<file path="src/rtl/mem_access_unit.sv">
// Load/store unit between a pipeline request port and a word-wide data memory.
// Sub-word loads are extracted and extended; sub-word stores go through a read-modify-write.

module mau_lane #(
  parameter int LANE = 0
) (
  input  logic [1:0]  size,
  input  logic [1:0]  offs,
  input  logic [15:0] wdata,
  input  logic [7:0]  old_byte,
  output logic [7:0]  new_byte
);
  localparam logic [1:0] L = 2'(LANE);

  // LANE is the big-endian byte number, so lane 0 holds bits [31:24]
  always_comb begin
    new_byte = old_byte;
    if (size == 2'b00 && offs == L)
      new_byte = wdata[7:0];
    else if (size == 2'b01 && offs[1] == L[1])
      new_byte = L[0] ? wdata[7:0] : wdata[15:8];
  end
endmodule

module mem_access_unit #(
  parameter int MEM_WORDS = 1000
) (
  input  logic        Clk,
  input  logic        Rst_n,
  input  logic        Req_valid,
  output logic        Req_ready,
  input  logic        Req_write,
  input  logic [1:0]  Req_size,
  input  logic        Req_signed,
  input  logic [31:0] Req_addr,
  input  logic [31:0] Req_wdata,
  output logic        Resp_valid,
  output logic [31:0] Resp_rdata,
  output logic        Resp_err,
  output logic [31:0] Mem_address,
  output logic [31:0] Mem_write_data,
  output logic        Mem_read,
  output logic        Mem_write,
  input  logic [31:0] Mem_read_data
);
  localparam int NUM_LANES = 4;
  localparam logic [1:0] SZ_B = 2'b00, SZ_H = 2'b01, SZ_W = 2'b10;

  typedef enum logic [2:0] {IDLE, RD, RD_DONE, RMW_MERGE, WR, RESP_ERR} state_t;

  typedef struct packed {
    logic        write;
    logic [1:0]  size;
    logic        sgn;
    logic [31:0] addr;
  } req_t;

  state_t state, state_nxt;
  req_t   req_q;
  logic [31:0] wword_q;
  logic        accept, req_err;
  logic        resp_vld_nxt, resp_err_nxt;
  logic [31:0] rdata_nxt, ld_data;
  logic [7:0]  ld_byte;
  logic [15:0] ld_half;
  logic [NUM_LANES-1:0][7:0] rd_lanes, mrg_lanes;

  assign Req_ready = (state == IDLE);
  assign accept    = Req_ready && Req_valid;
  assign req_err   = (Req_size == 2'b11)
                  || (Req_size == SZ_H && Req_addr[0])
                  || (Req_size == SZ_W && Req_addr[1:0] != 2'b00)
                  || ({2'b00, Req_addr[31:2]} >= 32'(MEM_WORDS));

  // Memory strobes depend on registered state only
  assign Mem_read       = (state == RD);
  assign Mem_write      = (state == WR);
  assign Mem_address    = (state == RD || state == WR) ? {2'b00, req_q.addr[31:2]} : '0;
  assign Mem_write_data = (state == WR) ? wword_q : '0;

  assign rd_lanes = Mem_read_data;

  generate
    for (genvar g = 0; g < NUM_LANES; g++) begin : g_lane
      mau_lane #(.LANE(NUM_LANES-1-g)) u_lane (
        .size     (req_q.size),
        .offs     (req_q.addr[1:0]),
        .wdata    (wword_q[15:0]),
        .old_byte (rd_lanes[g]),
        .new_byte (mrg_lanes[g])
      );
    end
  endgenerate

  always_comb begin
    ld_byte = rd_lanes[~req_q.addr[1:0]];
    ld_half = req_q.addr[1] ? Mem_read_data[15:0] : Mem_read_data[31:16];
    case (req_q.size)
      SZ_B:    ld_data = {{24{req_q.sgn & ld_byte[7]}}, ld_byte};
      SZ_H:    ld_data = {{16{req_q.sgn & ld_half[15]}}, ld_half};
      default: ld_data = Mem_read_data;
    endcase
  end

  always_comb begin
    state_nxt    = state;
    resp_vld_nxt = 1'b0;
    resp_err_nxt = 1'b0;
    rdata_nxt    = '0;
    case (state)
      IDLE: if (accept) begin
        if (req_err) begin
          state_nxt    = RESP_ERR;
          resp_vld_nxt = 1'b1;
          resp_err_nxt = 1'b1;
        end else if (Req_write && Req_size == SZ_W) begin
          state_nxt = WR;
        end else begin
          state_nxt = RD;
        end
      end
      RD:        state_nxt = RD_DONE;
      RD_DONE: begin
        if (req_q.write) begin
          state_nxt = RMW_MERGE;
        end else begin
          state_nxt    = IDLE;
          resp_vld_nxt = 1'b1;
          rdata_nxt    = ld_data;
        end
      end
      RMW_MERGE: state_nxt = WR;
      WR: begin
        state_nxt    = IDLE;
        resp_vld_nxt = 1'b1;
      end
      RESP_ERR:  state_nxt = IDLE;
      default:   state_nxt = IDLE;
    endcase
  end

  always_ff @(posedge Clk or negedge Rst_n) begin
    if (!Rst_n) begin
      state      <= IDLE;
      req_q      <= '0;
      wword_q    <= '0;
      Resp_valid <= 1'b0;
      Resp_err   <= 1'b0;
      Resp_rdata <= '0;
    end else begin
      state      <= state_nxt;
      Resp_valid <= resp_vld_nxt;
      Resp_err   <= resp_err_nxt;
      if (resp_vld_nxt) Resp_rdata <= rdata_nxt;
      if (accept) begin
        req_q   <= '{write: Req_write, size: Req_size, sgn: Req_signed, addr: Req_addr};
        wword_q <= Req_wdata;
      end else if (state == RD_DONE && req_q.write) begin
        wword_q <= mrg_lanes;
      end
    end
  end
endmodule

</file>
<file path="config.mk">
export PLATFORM = sky130hd
export DESIGN_NAME = mem_access_unit
export DESIGN_NICKNAME = d
export VERILOG_FILES = /design/src/rtl/mem_access_unit.sv
export SDC_FILE = /design/constraint.sdc
export NUM_CORES = 1
export LEC_CHECK = 0
export BUFFER_PORTS_ARGS = -buffer_cell sky130_fd_sc_hd__buf_4
export CELL_PAD_IN_SITES_DETAIL_PLACEMENT = 0
export CELL_PAD_IN_SITES_GLOBAL_PLACEMENT = 1
export CORE_MARGIN = 2
export CORE_UTILIZATION = 25
export CTS_CLUSTER_SIZE = 30
export DETAILED_ROUTE_END_ITERATION = 6
export HOLD_SLACK_MARGIN = 0.02
export PLACE_DENSITY = 0.53
export SLEW_MARGIN = 10
export SYNTH_ARGS = -nofsm -noshare
export SYNTH_HDL_FRONTEND = slang
export SYNTH_SLANG_ARGS = --single-unit
</file>
<file path="constraint.sdc">
create_clock -name Clk -period 2.3 [get_ports Clk]
set_input_delay 0.115 -clock Clk [delete_from_list [all_inputs] [get_ports Clk]]
set_output_delay 0.115 -clock Clk [all_outputs]
set_load 0.01 [all_outputs]
</file>
; Yosys cells after proc, flatten, opt, wreduce, memory -nomap -nowiden
; Index checks and enable logic that the tools add are counted.
[totals]
out_inout_bits = 101
elab_cells = 82
regBits = 105
[classes]
eq_ne = 15
n_mux = 28
bitwise_logic = 4
order_cmp = 2
n_reduce_logical = 22
[op_table]
columns = op, count
row1 = 32-bit two-way mux, 5
row2 = 8-bit two-way mux, 9
row3 = 32-bit case mux with 2 select lines, 1
row4 = "30-bit by 10-bit >= comparator with 1-bit output, second input constant", 1
row5 = 30-bit two-way mux, 1
row6 = 8-bit binary-select mux with 2-bit select, 1
row7 = 16-bit two-way mux, 1
row8 = 3-bit case mux with 4 select lines, 1
row9 = 1-bit logical AND, 11
row10 = 3-bit two-way mux, 3
row11 = "2-bit == test, second input constant", 4
row12 = "2-bit by 1-bit == test with 1-bit output, second input constant", 3
row13 = "3-bit by 2-bit == test with 1-bit output, second input constant", 2
row14 = 2-bit logical NOT, 2
row15 = 1-bit logical OR, 4
row16 = 1-bit two-way mux, 4
row17 = "2-bit != test, second input constant", 2
row18 = 2-bit nonzero test, 2
row19 = "3-bit by 1-bit == test with 1-bit output, second input constant", 1
row20 = "3-bit == test, second input constant", 1
row21 = 3-bit logical NOT, 1
row22 = "2-bit by 3-bit less-than comparator with 1-bit output, second input constant", 1
row23 = "3-bit by 2-bit != test with 1-bit output, second input constant", 1
row24 = 1-bit case mux with 3 select lines, 1
row25 = 7 further kinds, 8

; Logic depth before layout (Yosys ltp)
[depth]
word_depth = 8
mapped_depth = 7

; By module
; Synthesis repeated with hierarchy kept, for this count alone.
[unflattened]
cells_unflattened = 610
hier_area_um2 = 6103.4
[by_module_without_submodules]
columns = mod, instances, area_per_inst_um2, cells_per_inst
row1 = mem_access_unit, 1, 5405.2, 514
row2 = mau_lane at g_lane[1].u_lane, 1, 255.2, 38
row3 = mau_lane at g_lane[3].u_lane, 1, 217.7, 38
row4 = mau_lane at g_lane[0].u_lane, 1, 115.1, 10
row5 = mau_lane at g_lane[2].u_lane, 1, 110.1, 10

; Least setup slack after synthesis
; No wires, ideal clock.
[synth_timing]
kind = flip-flop to flip-flop
start = register state[0]
end = register wword_q[5]
setup_time_ps = 125
path_stages_with_launch = 6
t_required_ps = 2175
slack_ps = 392
arrival_time_ps = 1783
path_buffers = 2
path_cell_list = dfrtp_1 > buf_2 > nor4b_4 > buf_4 > mux2_1 > mux2_2
[synth_between]
elab_chain_cells = 4
word_cells_on_any_way = 9
classes_between = 3 x eq/ne / 1 x mux / 5 x reduce/logical
[synth_rtl]
columns = element, line_no
row1 = start: declaration, 58  ; state_t state, state_nxt;
row2 = start signal: assignment, 151  ; state <= state_nxt;
row3 = 3-bit logical NOT or 3-bit by 2-bit == test with 1-bit output (tied branches), "68, 158"
row4 = "1-bit logical AND, on equally long branches", "69, 158"
row5 = 2-bit != test (no source line) or 2-bit nonzero test (tied branches), n/a
row6 = 3-bit AND reduction (no source line), n/a
row7 = end signal: assignment, 157  ; wword_q <= Req_wdata;
row8 = end signal: assignment, 159  ; wword_q <= mrg_lanes;
row9 = end: declaration, 60  ; logic [31:0] wword_q;
; Several ways; a longest one is shown, not always the timed one.
; A chain may end at the register's enable or synchronous reset.

; Worst setup path in the final report
[layout_timing]
start = input Req_size[0]
end = register Resp_rdata[14]
[layout_between]
elab_chain_cells = 8
word_cells_on_any_way = 11
classes_between = 3 x eq/ne / 3 x mux / 5 x reduce/logical
[layout_rtl]
columns = element, line_no
row1 = start: declaration, 33  ; input logic [1:0] Req_size,
row2 = 2-bit by 1-bit == test with 1-bit output, 71  ; || (Req_size == SZ_H && Req_addr[0])
row3 = 1-bit logical AND, 71
row4 = 1-bit logical OR, 71
row5 = 1-bit logical OR (*), 72  ; || (Req_size == SZ_W && Req_addr[1:0] != 2'b00)
row6 = 1-bit logical OR (*), 73  ; || ({2'b00, Req_addr[31:2]} >= 32'(MEM_WORDS));
row7 = 1-bit two-way mux (*), 112  ; if (req_err) begin
row8 = 1-bit two-way mux (*), 111  ; IDLE: if (accept) begin
row9 = 1-bit case mux with 3 select lines (*), 110  ; case (state)
row10 = end signal: assignment, 154  ; if (resp_vld_nxt) Resp_rdata <= rdata_nxt;
row11 = end: declaration, 38  ; output logic [31:0] Resp_rdata,
; Mark *: on every way between the ends. The rest lies on a longest branch, timed or not.

==> out/qor.csv <==
stage;metric;value;unit
cells_and_area;commonest non-fill, non-tap cell in the layout;buf_4;
yosys;synth unique cells;58;
pwr;Peak VDD IR;0.0004441;V
worst_setup_path;Critical Path RT;2570;ps
cells_and_area;Antenna diodes;0;
global_routing;largest net degree at the start of global routing;50;
sta;final setup TNS;0;ps
placed_design;dpl hpwl;19310;um
sta;fin crit share;95.36;%
clocking;worst skew pair latency;360;ps
floorplanning;Die Ht;166.4;um
worst_setup_path;critical-path cell list;dlygate4sd3_1, buf_4, or3_1, a211oi_2, buf_4, nand2_1, o211ai_1;
sta;max-slew violation count;0;
worst_setup_path;CP endpoint kind;register;
sta;Worst Max-Slew Pin Slew;837.8;ps
worst_setup_path;crit-path max FO;9;
yosys;synthesized cell area;6593;um^2
sta;relative slew slack;43.97;%
floorplanning;initial core utilization;25.37;%
sta;Setup-failing EPs final;0;
hold_path;worst hold path stage count;3;
sta;Min Hold Slack;97.01;ps
worst_setup_path;WS Path Type;in2reg;
yosys;sequential area share after synthesis;39.86;%
worst_setup_path;Worst Path Arrival;2470;ps
route;post-detailed-route count of antenna-violating nets;0;
worst_setup_path;Max stage delay cell, worst path;a211oi_2;
worst_setup_path;Startpoint Class;primary input;
floorplanning;Die X;166.4;um
worst_setup_path;CP peak stage delay;630;ps
pwr;Power per Cell Area;1192;nW/um^2
worst_setup_path;Top cell by count, worst path;buf_4;
clocking;total CTS buffers;9;
cells_and_area;NumNets Final;1127;
route;1st-pass router iterations;4;
cells_and_area;area grow syn2layout;43.48;%
clocking;CTS H-Tree Depth;3;
global_routing;number of global-route vias before repair;6528;
floorplanning;Ports;204;
global_routing;total track usage;18.75;%
cells_and_area;share of layout cells above drive strength 1;27.92;%
floorplanning;DIE AREA;27690;um^2
placed_design;Port Buffers;201;
cells_and_area;# fillers;2799;
route;via count;6620;
route;Starting DRT DRC Count;445;
clocking;CTS tree;yes;
cells_and_area;Final Non-Filler Cells;1363;
floorplanning;Site Rows;59;
yosys;post-synthesis area per instance;8.377;um^2
run_status;status;completed;
clocking;clock slew at reported path FFs;80;ps
hold_path;Hold WC Path Type;in2reg;
pwr;Lkg Pwr;4.262;nW
clocking;Clock Root Buffer;clkbuf_16;
global_routing;global route overflow;0;
cells_and_area;commonest non-fill, non-tap cells in the layout;buf_4 (232), nand2_1 (184), dfrtp_1 (105), dlygate4sd3_1 (61), nor2b_1 (48);
route;drt drc;0;
run;MaxCap Viol Count;0;
yosys;Gate Count Post-Synth;787;
sta;Final Critical Period;2193;ps
yosys;Synth Register Bits;105;
clocking;buffer count from post-CTS setup fixing;0;
sta;Final Hold Fails;0;
worst_setup_path;R2R cell count;6;
route;wire length per cell;19.41;um
sta;RSZ-0062 raised after global routing;false;
clocking;clock tree buffer depth;2;
route;drt total wl;26460;um
route;DR vias/cell;4.857;
placed_design;placed cells;1287;
placed_design;GP Congestion;0.8118;
global_routing;first-pass GRT wire length;40470;um
sta;f_max;0.4559;GHz
yosys;synth warn;0;
sta;skew final;14.54;ps
global_routing;initial antenna violation count;0;
floorplanning;Core Area;25980;um^2
clocking;total clock sinks;105;
[cell usage after synthesis, drive strengths merged]
cell type  instances  area [um^2]
or4                6        45.04
o211ai            24        180.2
a21oi             30        150.1
a31o               1        8.760
nand4             17        106.4
conb               1        3.750
a221o             15        150.1
a311oi             1        8.760
o31ai             15        112.6
a21boi             7        52.55
o311ai             1        8.760
a2111oi           18        157.7
nor3               4        36.29
o2111ai            1        8.760
a31oi              8        50.05
or2                2        12.51
clkbuf            52        196.4
nand3b             1        7.510
and2              46        287.8
or3                1        6.260
or4b               2        20.02
and4               3        26.28
a211o              8        70.07
inv               19        71.32
dfrtp            105         2628
a211oi             9        72.57
nor4bb             1        10.01
o21a              14        105.1
nor4b              9        115.1
nor2b             48        300.3
nor3b             11        87.58
mux2i              8        80.08
and3              11        68.82
nor2              35        131.4
mux2              16        180.2
o21ai             20        115.1
nand2            185        694.4
buf               19        107.6
or3b               7        61.31
mux4               1        22.52
nand3              3        20.02
a21o               2        15.01
[power by group]
part	switching (mW)	internal [mW]	total (mW)
combinational	3.26	2.75	6.01
sequential	0.821	2.72	3.54
clock	0.763	0.959	1.72
[cell type report]
cell class	instances	area, um^2	area share (%)
multi-input cells	593	3618	38.25
clock buffers	11	232.7	2.460
clock inverters	4	77.57	0.8201
well taps	335	419.2	4.431
flip-flops and latches	105	2628	27.78
repair buffers	296	2412	25.50
inverters	19	71.32	0.7540
[final timing paths]
| path | start | endpoint | slack [ps] |
|---|---|---|---|
| worst max-delay path | Req_size[0] | Resp_rdata[14]$_DFFE_PN0P_ | 110 |
| worst min-delay path | Req_wdata[6] | wword_q[6]$_DFFE_PN0P_ | 100 |
| worst max register to register | state[0]$_DFFE_PN0P_ | Resp_rdata[20]$_DFFE_PN0P_ | 200 |
| worst min register to register | req_q[22]$_DFFE_PN0P_ | req_q[22]$_DFFE_PN0P_ | 470 |
| max in group asynchronous | Rst_n | Resp_rdata[24]$_DFFE_PN0P_ | 1330 |
| min in group asynchronous | Rst_n | req_q[21]$_DFFE_PN0P_ | 280 |
[layer usage]
metal / wire [um] / up-vias / global-route usage, %
li1: - / 3230 / -
met5: 0 / - / 0
met4: 316 / 0 / 4.085
met2: 12020 / 162 / 29.02
met3: 1051 / 19 / 3.027
met1: 13070 / 3209 / 27.49
[timing repair]
item                                   in CTS  in global routing
setup endpoints to repair                   0                 10
endpoints found under the hold margin      96                  0
hold buffers                               61                  0
resized for setup                           0                  1
[critical path: cells and delay by family]
| family | cells | cell delay, ps |
|---|---|---|
| AO/OA/AOI/OAI | 2 | 780 |
| buffers and inverters | 3 | 970 |
| AND/OR/NAND/NOR | 2 | 590 |
[metrics by stage]
stage          utilization [%]  worst slack, ps  cell area, um^2  total power [mW]
5_1_grt                  36.40            2.037             9459             12.15
4_1_cts                  36.40            11.81             9458             11.41
6_report                 36.40            106.8             9459             11.27
2_1_floorplan                -            392.0             6596             6.870
3_5_place_dp             32.85            192.1             8537             9.541
3_3_place_gp             32.85            204.5             8537             9.517
[cell families after synthesis]
logic type      count (synthesis)  share of synthesized area (%)
compound gates                174                          19.21
flops                         105                          39.86
simple gates                  392                          30.90
buf+inv                        90                          5.694
other cells                     1                        0.05688
mux                            25                          4.289
[flip-flops by register name, summed over array words and instances (netlist names)]
| register | cells |
|---|---|
| Resp_err | 1 |
| state | 3 |
| Resp_rdata | 32 |
| req_q | 36 |
| Resp_valid | 1 |
| wword_q | 32 |
Power figures use the tool's default switching activity.
